`src/rtl/pipeline_catch_buffer.sv`:
```
// pipeline_catch_buffer
//
// Credit-managed catch buffer that sits directly behind a fixed-latency,
// non-stallable delay pipeline. A launch credit is reserved when an element
// enters the pipeline, so there is always a free slot waiting for it when it
// emerges. Elements are captured into a small FIFO and presented on a
// valid/ready output.
//
// Ports:
//   clk           clock
//   arst_n        synchronous active-low reset, sampled on rising clk
//   launch_valid  upstream wants to inject one element into the pipeline
//   launch_ready  a credit is available; launch fires on valid & ready
//   pipe_valid    element emerging from the pipeline this cycle
//   pipe_data     pipeline output data
//   out_valid     buffer holds at least one element
//   out_ready     consumer accepts; pop fires on valid & ready
//   out_data      head element (zero when empty)
//   occupancy     elements currently stored
//   credits       DEPTH minus reserved slots
//   overflow_err  sticky: pipe_valid arrived while full with no pop
//   inflight_err  sticky: pipe_valid arrived with nothing in flight
module pipeline_catch_buffer #(
    parameter int DATA_WIDTH = 32,
    parameter int DEPTH      = 4,
    parameter int CNT_W      = $clog2(DEPTH + 1)
) (
    input  logic                  clk,
    input  logic                  arst_n,
    input  logic                  launch_valid,
    output logic                  launch_ready,
    input  logic                  pipe_valid,
    input  logic [DATA_WIDTH-1:0] pipe_data,
    output logic                  out_valid,
    input  logic                  out_ready,
    output logic [DATA_WIDTH-1:0] out_data,
    output logic [CNT_W-1:0]      occupancy,
    output logic [CNT_W-1:0]      credits,
    output logic                  overflow_err,
    output logic                  inflight_err
);

    localparam int PTR_W = (DEPTH > 1) ? $clog2(DEPTH) : 1;
    localparam logic [CNT_W-1:0] C_DEPTH = CNT_W'(DEPTH);
    localparam logic [PTR_W-1:0] C_LAST  = PTR_W'(DEPTH - 1);

    logic [DATA_WIDTH-1:0] r_mem [DEPTH];
    logic [PTR_W-1:0]      r_wr_ptr;
    logic [PTR_W-1:0]      r_rd_ptr;
    logic [CNT_W-1:0]      r_count;
    logic [CNT_W-1:0]      r_reserved;
    logic                  r_overflow_err;
    logic                  r_inflight_err;

    logic w_launch_fire;
    logic w_pop;
    logic w_full;
    logic w_push;
    logic w_overflow;
    logic w_no_inflight;

    // Pointer increment with wrap at DEPTH-1 (DEPTH need not be a power of two).
    function automatic logic [PTR_W-1:0] f_next(input logic [PTR_W-1:0] p);
        return (p == C_LAST) ? '0 : p + PTR_W'(1);
    endfunction

    always_comb begin
        launch_ready  = arst_n & (r_reserved != C_DEPTH);
        out_valid     = arst_n & (r_count != '0);
        out_data      = out_valid ? r_mem[r_rd_ptr] : '0;
        occupancy     = r_count;
        credits       = C_DEPTH - r_reserved;
        overflow_err  = r_overflow_err;
        inflight_err  = r_inflight_err;

        w_launch_fire = launch_valid & launch_ready;
        w_pop         = out_valid & out_ready;
        w_full        = (r_count == C_DEPTH);
        // A full buffer still accepts when the head leaves at the same edge.
        w_push        = arst_n & pipe_valid & (~w_full | w_pop);
        w_overflow    = pipe_valid & w_full & ~w_pop;
        // An illegal push can leave count above reserved, so treat any
        // reserved <= count as "nothing in flight" rather than testing equality.
        w_no_inflight = (r_reserved <= r_count);
    end

    always_ff @(posedge clk) begin
        if (!arst_n) begin
            r_wr_ptr       <= '0;
            r_rd_ptr       <= '0;
            r_count        <= '0;
            r_reserved     <= '0;
            r_overflow_err <= 1'b0;
            r_inflight_err <= 1'b0;
        end else begin
            if (w_push) begin
                r_wr_ptr <= f_next(r_wr_ptr);
            end
            if (w_pop) begin
                r_rd_ptr <= f_next(r_rd_ptr);
            end

            case ({w_push, w_pop})
                2'b10:   r_count <= r_count + CNT_W'(1);
                2'b01:   r_count <= r_count - CNT_W'(1);
                default: r_count <= r_count;
            endcase

            // Popping an element that was stored without a reservation would
            // otherwise underflow the reservation count, so it saturates at zero.
            if (w_launch_fire && !w_pop) begin
                r_reserved <= r_reserved + CNT_W'(1);
            end else if (!w_launch_fire && w_pop && (r_reserved != '0)) begin
                r_reserved <= r_reserved - CNT_W'(1);
            end

            if (w_overflow) begin
                r_overflow_err <= 1'b1;
            end
            if (pipe_valid && w_no_inflight) begin
                r_inflight_err <= 1'b1;
            end
        end
    end

    // Storage is not reset; out_data is masked while the buffer is empty.
    always_ff @(posedge clk) begin
        if (w_push) begin
            r_mem[r_wr_ptr] <= pipe_data;
        end
    end

endmodule

```
`config.mk`:
```
export PLATFORM = sky130hd
export DESIGN_NAME = pipeline_catch_buffer
export DESIGN_NICKNAME = d
export VERILOG_FILES = /design/src/rtl/pipeline_catch_buffer.sv
export SDC_FILE = /design/constraint.sdc
export NUM_CORES = 1
export LEC_CHECK = 0
export CORE_UTILIZATION = 49
export DETAILED_ROUTE_END_ITERATION = 16
export GPL_TIMING_DRIVEN = 1
export HOLD_SLACK_MARGIN = 0.02
export PLACE_DENSITY = 0.76
export SYNTH_ARGS = -nofsm -noshare
export SYNTH_HDL_FRONTEND = slang
export SYNTH_SLANG_ARGS = --single-unit
```
`constraint.sdc`:
```
create_clock -name clk -period 2.15 [get_ports clk]
set_input_delay 0.43 -clock clk [delete_from_list [all_inputs] [get_ports clk]]
set_output_delay 0.43 -clock clk [all_outputs]
set_load 0.005 [all_outputs]
```
==> key figures, run 1 <==
Global route
  – Initial antenna violation count: 1
  – Total GRT Usage: 20.48%
  – Pin count of the biggest net entering global routing: 23
  – First-pass GRT wire length: 17090 um
  – Vias in the first global route: 3212
  – GRT Residual Overflow: 0

Setup path
  – Critical path capture point type: output port
  – Critical R2R Launch: r_reserved[0]
  – Crit path max-delay cell type: mux4_2
  – Sequence of cells on the critical path: buf_12 -> buf_6 -> mux4_2 -> nor2b_1 -> buf_2
  – Reg2reg setup slack: 180 ps
  – Kind of critical path: register to output port
  – R2r endpoint: r_reserved[2]
  – CP startpoint kind: register
  – Worst endpoint required time: 1720 ps
  – FF-to-FF path depth: 9
  – CP Data Arrival Time: 1840 ps
  – Critical Path Fanout Max: 5
  – Crit path largest cell delay: 510 ps

STA
  – Skew final: 9.365 ps
  – Final WS setup: -122.1 ps
  – Final max-slew violation count: 0
  – Final Cycle Share: 105.7%
  – Period minus WS final: 2272 ps
  – Worst Tran Pin Value: around 340 ps
  – Worst Hold Slack: roughly 500 ps
  – Final hold viol count: 0
  – Fin Setup TNS: -2500 ps
  – Slew headroom: 77.46%
  – FMAX: roughly 0.44 GHz
  – RSZ-0062 raised after global routing: yes
  – Setup violators final: 32

CTS
  – H-tree Lvls: 4
  – Worst skew pair latency: 420 ps
  – CTS clock-pin slew for the worst setup and hold paths: about 60 ps
  – CTS tree: yes
  – Root buffer cell: clkbuf_16
  – Cts bufs inserted: 17
  – Maximum clock path buffer count: 2
  – CTS sink cnt: 142

Synth
  – Area share of the largest cell type after synthesis: 67.46%
  – Commonest cells in the synthesized netlist: edfxtp_1, mux4_2, nor2b_1
  – Number of synthesized flops with an enable pin: 128
  – Yosys reg bits: 142
  – Largest family of logic cells by synthesized area: multiplexers
  – Gate Count Post-Synth: 301
  – Register area share after synthesis: 72.38%
  – Post-synthesis average cell area: 18.93 sq um
  – Compound-Gate Fraction of Synth Area: 2.042%
  – Largest cells by area after synthesis: edfxtp_1, mux4_2, dfxtp_1
  – Distinct cell type count after synthesis: 29
  – Most common cell in the netlist: edfxtp_1
  – Post-synthesis cell area: 5698 sq um
  – Syn Nets: 351
  – Post-synthesis adder-cell area fraction: 3.118%
  – Async SR Flop Fraction: 0%
  – Synth area leader: edfxtp_1
  – Synth Area in XOR/XNOR: 0%
  – Ys Warns: 0
  – Simple-gate area share of the yosys netlist: about 6.6%
  – Multiplexer share of the synthesized area: between 10% and 20%
  – Predominant post-synthesis flop cell: edfxtp_1

Place
  – GPL Wtd Cong: 0.8000
  – Area after DPL: 7010 sq um
  – PortBufs: 78
  – DP Wirelength: between 6000 and 7000 um

Drt
  – DRC: 0
  – Remaining antenna violation count after routing: 0
  – Routed wire per std cell: 18.47 um
  – DR pass1 iterations: 4
  – Vias/cell: 5.297
  – Via count: 3157
  – Drt total wl: between 10000 and 15000 um
  – Initial DRC count: 180

Cells and area
  – Synth-to-layout area growth: 36.65%
  – Layout Nets: 490
  – Diodes inserted: 0
  – Share of layout cells above drive strength 1: 38.63%
  – Final Instance Area: around 8000 sq um

Pwr
  – Static Leak: 2.846 nW
  – VDD IR max: 784.2 uV
  – Power Density: 1071 nW/um^2

Floorplan
  – Starting Density: 50.12%
  – # rows: 39
  – IO Pins: 79
  – Die Y: 109.8 um
  – Die area: 12060 sq um
  – CORE AREA: 11370 sq um
  – Die width: 109.8 um

Min path
  – Hold_sp: inflight_err
  – Hold path depth: 2
  – HP Class: register to register
  – Hold endpoint: inflight_err

Run
  – MaxCap Viol Count: 0

Status
  – Violated checks: negative setup slack
  – Status: complete, but fails checks
## layout by cell type, fill, tap and decap left out, types with 2 or more instances in the layout
cell type	Yosys	routed
a21oi_1	3	3
and2_2	0	4
and2b_1	4	4
buf_12	0	14
buf_2	1	30
buf_4	6	28
buf_6	0	13
buf_8	0	2
bufinv_16	0	2
clkbuf_16	0	17
clkbuf_8	0	5
clkdlybuf4s50_1	0	42
clkinv_2	0	2
clkinvlp_4	0	2
dfxtp_1	14	9
dfxtp_2	0	4
dlygate4sd2_1	0	3
edfxtp_1	128	128
fa_1	2	2
ha_1	11	10
inv_1	15	14
mux2i_1	5	5
mux4_2	32	32
nand2_1	13	13
nand3_1	2	2
nor2_1	3	3
nor2b_1	32	22
nor2b_4	0	10
o21ai_0	7	7
o31ai_1	3	3
## through the flow
step	power [mW]	setup slack [ps]	util (%)	std cells
floorplan	4.291	-10.99	-	301
global placement	5.184	-238.6	61.66	543
detailed placement	5.210	-362.4	61.66	543
CTS	8.385	-134.5	68.39	596
global route	8.716	-196.6	68.48	596
finish	8.336	-122.1	68.48	596
## state kept, by name (all words and copies together), names as in the netlist, named ones only
| signal | flops |
|---|---|
| r_mem | 128 |
| occupancy | 3 |
| r_reserved | 3 |
| r_rd_ptr | 2 |
| r_wr_ptr | 2 |
| inflight_err | 1 |
| overflow_err | 1 |
## cell families after synthesis
logic type / after synthesis
adders and majority gates: 13
muxes: 37
and+or+nand+nor: 63
AOI/OAI and AO/OA: 17
DFF: 142
buffers and inverters: 29
## how the worst max path moves through the flow
stage	to
after floorplan	r_reserved[2]
after global placement	occupancy[2]
after detailed placement	occupancy[2]
final	out_data[22]
after global routing	out_data[7]
after CTS	out_data[16]
## worst max-delay path: cells and delay by family, from the launching register on
family,cells,cell delay [ps]
and+or+nand+nor,1,140
muxes,1,510
buffers and inverters,3,350
DFF,1,410
## power breakdown
part | total (mW) | leakage (nW) | internal [mW] | switching [mW]
registers | 3.30 | 1.28 | 3.20 | 0.104
logic | 2.11 | 1.27 | 1.26 | 0.848
clock network | 2.93 | 0.293 | 1.86 | 1.07
total | 8.34 | 2.85 | 6.31 | 2.02
## routing by layer
layer  up-vias  global-route usage, %  share of wire, %
met1      1588                  26.17                43
met5         -                      0              0.10
li1       1446                      -                 -
met2        99                  32.14                50
met3        22                  7.172               5.6
met4         2                  8.190               1.9
## timing repair
item / in CTS / in global routing
setup endpoints to repair: 35 / 33
pin swaps: 1 / 1
cloned: 2 / 0
hold endpoints to repair: 0 / 0
hold buffers: 0 / 0
buffers inserted: 21 / 2
gates resized for setup: 153 / 14
## final cells by class
| class | count | area [sq um] |
|---|---|---|
| sequential | 142 | 4133 |
| fill | 727 | 3583 |
| multi-input combinational | 130 | 1533 |
| timing repair buffer | 134 | 1281 |
| clock buffer | 23 | 498.0 |
| tap | 143 | 178.9 |
| clock inverter | 9 | 106.4 |
| inverter | 15 | 56.30 |
(Power assumes the default switching activity.)
==> run 2, diff against run 1 <==
--- a/config.mk
+++ b/config.mk
@@ -10,6 +10,7 @@
 export GPL_TIMING_DRIVEN = 1
 export HOLD_SLACK_MARGIN = 0.02
 export PLACE_DENSITY = 0.76
+export SKIP_CTS_REPAIR_TIMING = 1
 export SYNTH_ARGS = -nofsm -noshare
 export SYNTH_HDL_FRONTEND = slang
 export SYNTH_SLANG_ARGS = --single-unit
==> run 2 against run 1 <==
Net effect:
- the flow still finishes with violations (negative setup slack)
- clock-buffer cell count is the same
- worst setup slack worse by 120 ps
- clock skew is 4.3 ps lower
- fmax shrank 5.2%
- global-route usage is 1.6 points lower
- sequential share of layout area shrank 2.1 points
- core utilization rose by 2.8 points
- worst hold slack got worse by 5.4 ps
- cell count grew 3.4%
- critical endpoint is now out_data[20]
==> key figures, run 2 (synthesized netlist as in run 1, its figures left out) <==
Pwr
  – Power Density: 1077 nW/um^2 (+0.57%)
  – Power Total: 8.728 mW (+4.7%)
  – Cell Int Power: 6.607 mW (+4.6%)
  – VDD IR max: 792.4 uV (+1.0%)
  – Seq pwr share: 37.9% (-1.7 points)
  – Power share of the combinational group: 28.5% (+3.2 points)
  – P_sw: 2.121 mW (+4.9%)
  – Static Leak: 3.013 nW (+5.9%)
  – Sw frac: 24.31% (+0.047 points)
  – Clock share of power: 33.6% (-1.5 points)

Cells and area
  – Most frequent cells in the layout: edfxtp_1, clkdlybuf4s50_1, buf_4
  – Filler Cells Inserted: 693 (-4.7%)
  – Commonest non-fill, non-tap cell in the layout: edfxtp_1
  – Largest register by flop count: r_mem
  – Final Instance Area: 8107 sq um (+4.1%)
  – Post-Layout Cell Count: 616 (+3.4%)
  – Max reg flops: 128 (unchanged)
  – Share of layout cells above drive strength 1: 42.92% (+4.3 points)
  – Diodes inserted: 0 (unchanged)
  – Fin util: 71.30% (+2.8 points)
  – Layout Nets: 510 (+4.1%)
  – Synth-to-layout area growth: 42.27%

Run
  – MaxCap Viol Count: 0 (unchanged)

Setup path
  – Crit path largest cell delay: 480 ps (-30 ps)
  – FF-to-FF path depth: 9 (unchanged)
  – Crit path buf inv count: 4 (+1)
  – Kind of critical path: register to output port
  – Critical path capture point type: output port
  – CP delay by family, top: buffers and inverters
  – Reg2reg setup slack: 170 ps (about the same)
  – Critical Path Fanout Max: 5 (unchanged)
  – CP startpoint kind: register
  – Crit path max-delay cell type: mux4_2
  – Sequence of cells on the critical path: clkbuf_16 -> buf_8 -> buf_6 -> mux4_2 -> nor2b_1 -> buf_2
  – CP Data Arrival Time: 1970 ps (+130 ps)
  – R2r endpoint: r_reserved[2]
  – Critical R2R Launch: r_reserved[0]
  – Worst endpoint required time: 1720 ps (about the same)

STA
  – Slew headroom: 76.53% (-0.94 points)
  – Worst Tran Pin Value: 350.8 ps (+15.64 ps)
  – Fin Setup TNS: -5288 ps (-2788 ps)
  – Final Cycle Share: 111.4% (+5.7 points)
  – Setup violators final: 31 (-3.1%)
  – Skew final: 5.022 ps (-4.343 ps)
  – FMAX: 0.4174 GHz (-5.2%)
  – RSZ-0062 raised after global routing: yes
  – Worst Hold Slack: 482.6 ps (-5.409 ps)
  – Final hold viol count: 0 (unchanged)
  – Period minus WS final: 2396 ps (+123.6 ps)
  – Final max-slew violation count: 0 (unchanged)
  – Final WS setup: -245.7 ps (-123.6 ps)

Drt
  – Drt total wl: 11170 um (+1.5%)
  – Vias/cell: 5.242 (-1.0%)
  – Routed wire per std cell: 18.14 um (-1.8%)
  – Initial DRC count: 169 (-6.1%)
  – Remaining antenna violation count after routing: 0 (unchanged)
  – Via count: 3229 (+2.3%)
  – DR pass1 iterations: 4 (unchanged)
  – DRC: 0 (unchanged)

Global route
  – Pin count of the biggest net entering global routing: 23 (unchanged)
  – Initial antenna violation count: 1 (unchanged)
  – Vias in the first global route: 3087 (-3.9%)
  – First-pass GRT wire length: 15960 um (-6.6%)
  – Total GRT Usage: 18.89% (-1.6 points)
  – GRT Residual Overflow: 0 (unchanged)

Status
  – Violated checks: negative setup slack
  – Status: complete, but fails checks

CTS
  – Root buffer cell: clkbuf_16
  – CTS tree: yes
  – Worst skew pair latency: 410 ps (about the same)
  – CTS sink cnt: 142 (unchanged)
  – Cts bufs inserted: 17 (unchanged)
  – H-tree Lvls: 4 (unchanged)
  – Maximum clock path buffer count: 2 (unchanged)
  – CTS clock-pin slew for the worst setup and hold paths: 60 ps (about the same)

Place
  – Area after DPL: 7010 sq um (unchanged)
  – GPL Wtd Cong: 0.8000 (unchanged)
  – Placed cells: 543 (unchanged)
  – PortBufs: 78 (unchanged)
  – Pre-CTS WS: -362.4 ps (unchanged)
  – DP Wirelength: 6599 um (unchanged)

Min path
  – Hold endpoint: r_reserved[2]
  – Hold path depth: 1 (-1)
  – Hold_sp: r_reserved[2]
  – HP Class: register to register

Floorplan
  – IO Pins: 79 (unchanged)
  – Die Y: 109.8 um (unchanged)
  – CORE AREA: 11370 sq um (unchanged)
  – # rows: 39 (unchanged)
  – Die width: 109.8 um (unchanged)
  – Starting Density: 50.12% (unchanged)
  – Die area: 12060 sq um (unchanged)
[run 2: cell types whose count changed in the layout (fill, tap and decap cells not counted), sizes merged]
cell | before | now
dlygate4sd2 | 3 | 0
dlymetal6s2s | 1 | 4
buf | 87 | 82
clkbuf | 24 | 49
[run 2: final cells by class]
cell class	count	area [sq um]	area share [%]
timing repair buffer	154	1533	18.91
inverter	15	56.30	0.6946
clock buffer	23	498.0	6.143
clock inverter	9	106.4	1.312
tap	143	178.9	2.207
multi-input combinational	130	1600	19.74
sequential	142	4134	51.00
[run 2: how the worst max path moves through the flow]
stage / cells past startpoint / endpoint / start / slack, ps
floorplan: 9 / r_reserved[2] / r_reserved[0] / -10
global placement: 10 / occupancy[2] / arst_n / -240
detailed placement: 10 / occupancy[2] / arst_n / -360
CTS: 4 / out_data[1] / register / -460
global route: 6 / out_data[7] / register / -320
finish: 6 / out_data[20] / register / -250
[run 2: power groups by stage]
stage / clock network [mW] / logic [mW] / registers [mW]
floorplan: 0 / 0.961 / 3.33
global placement: 0 / 1.85 / 3.33
detailed placement: 0 / 1.87 / 3.34
CTS: 2.96 / 1.89 / 3.28
global route: 3.10 / 2.69 / 3.33
finish: 2.93 / 2.49 / 3.31
[run 2: worst register-to-register path, cell delays in order (launching register included)]
cell,delay [ps]
dfxtp_2,330
inv_2,60
ha_4,170
ha_1,180
and3b_1,230
and2_1,150
inv_1,50
fa_1,370
mux2i_1,180
mux2i_1,190
[run 2: layer usage]
metal / vias to the layer above / share of wire, % / track usage, %
met2: 94 / 50 / 30.00
li1: 1484 / - / -
met1: 1627 / 43 / 23.96
met4: 2 / 1.8 / 7.048
met5: - / 0.12 / 0
met3: 22 / 5.3 / 6.698
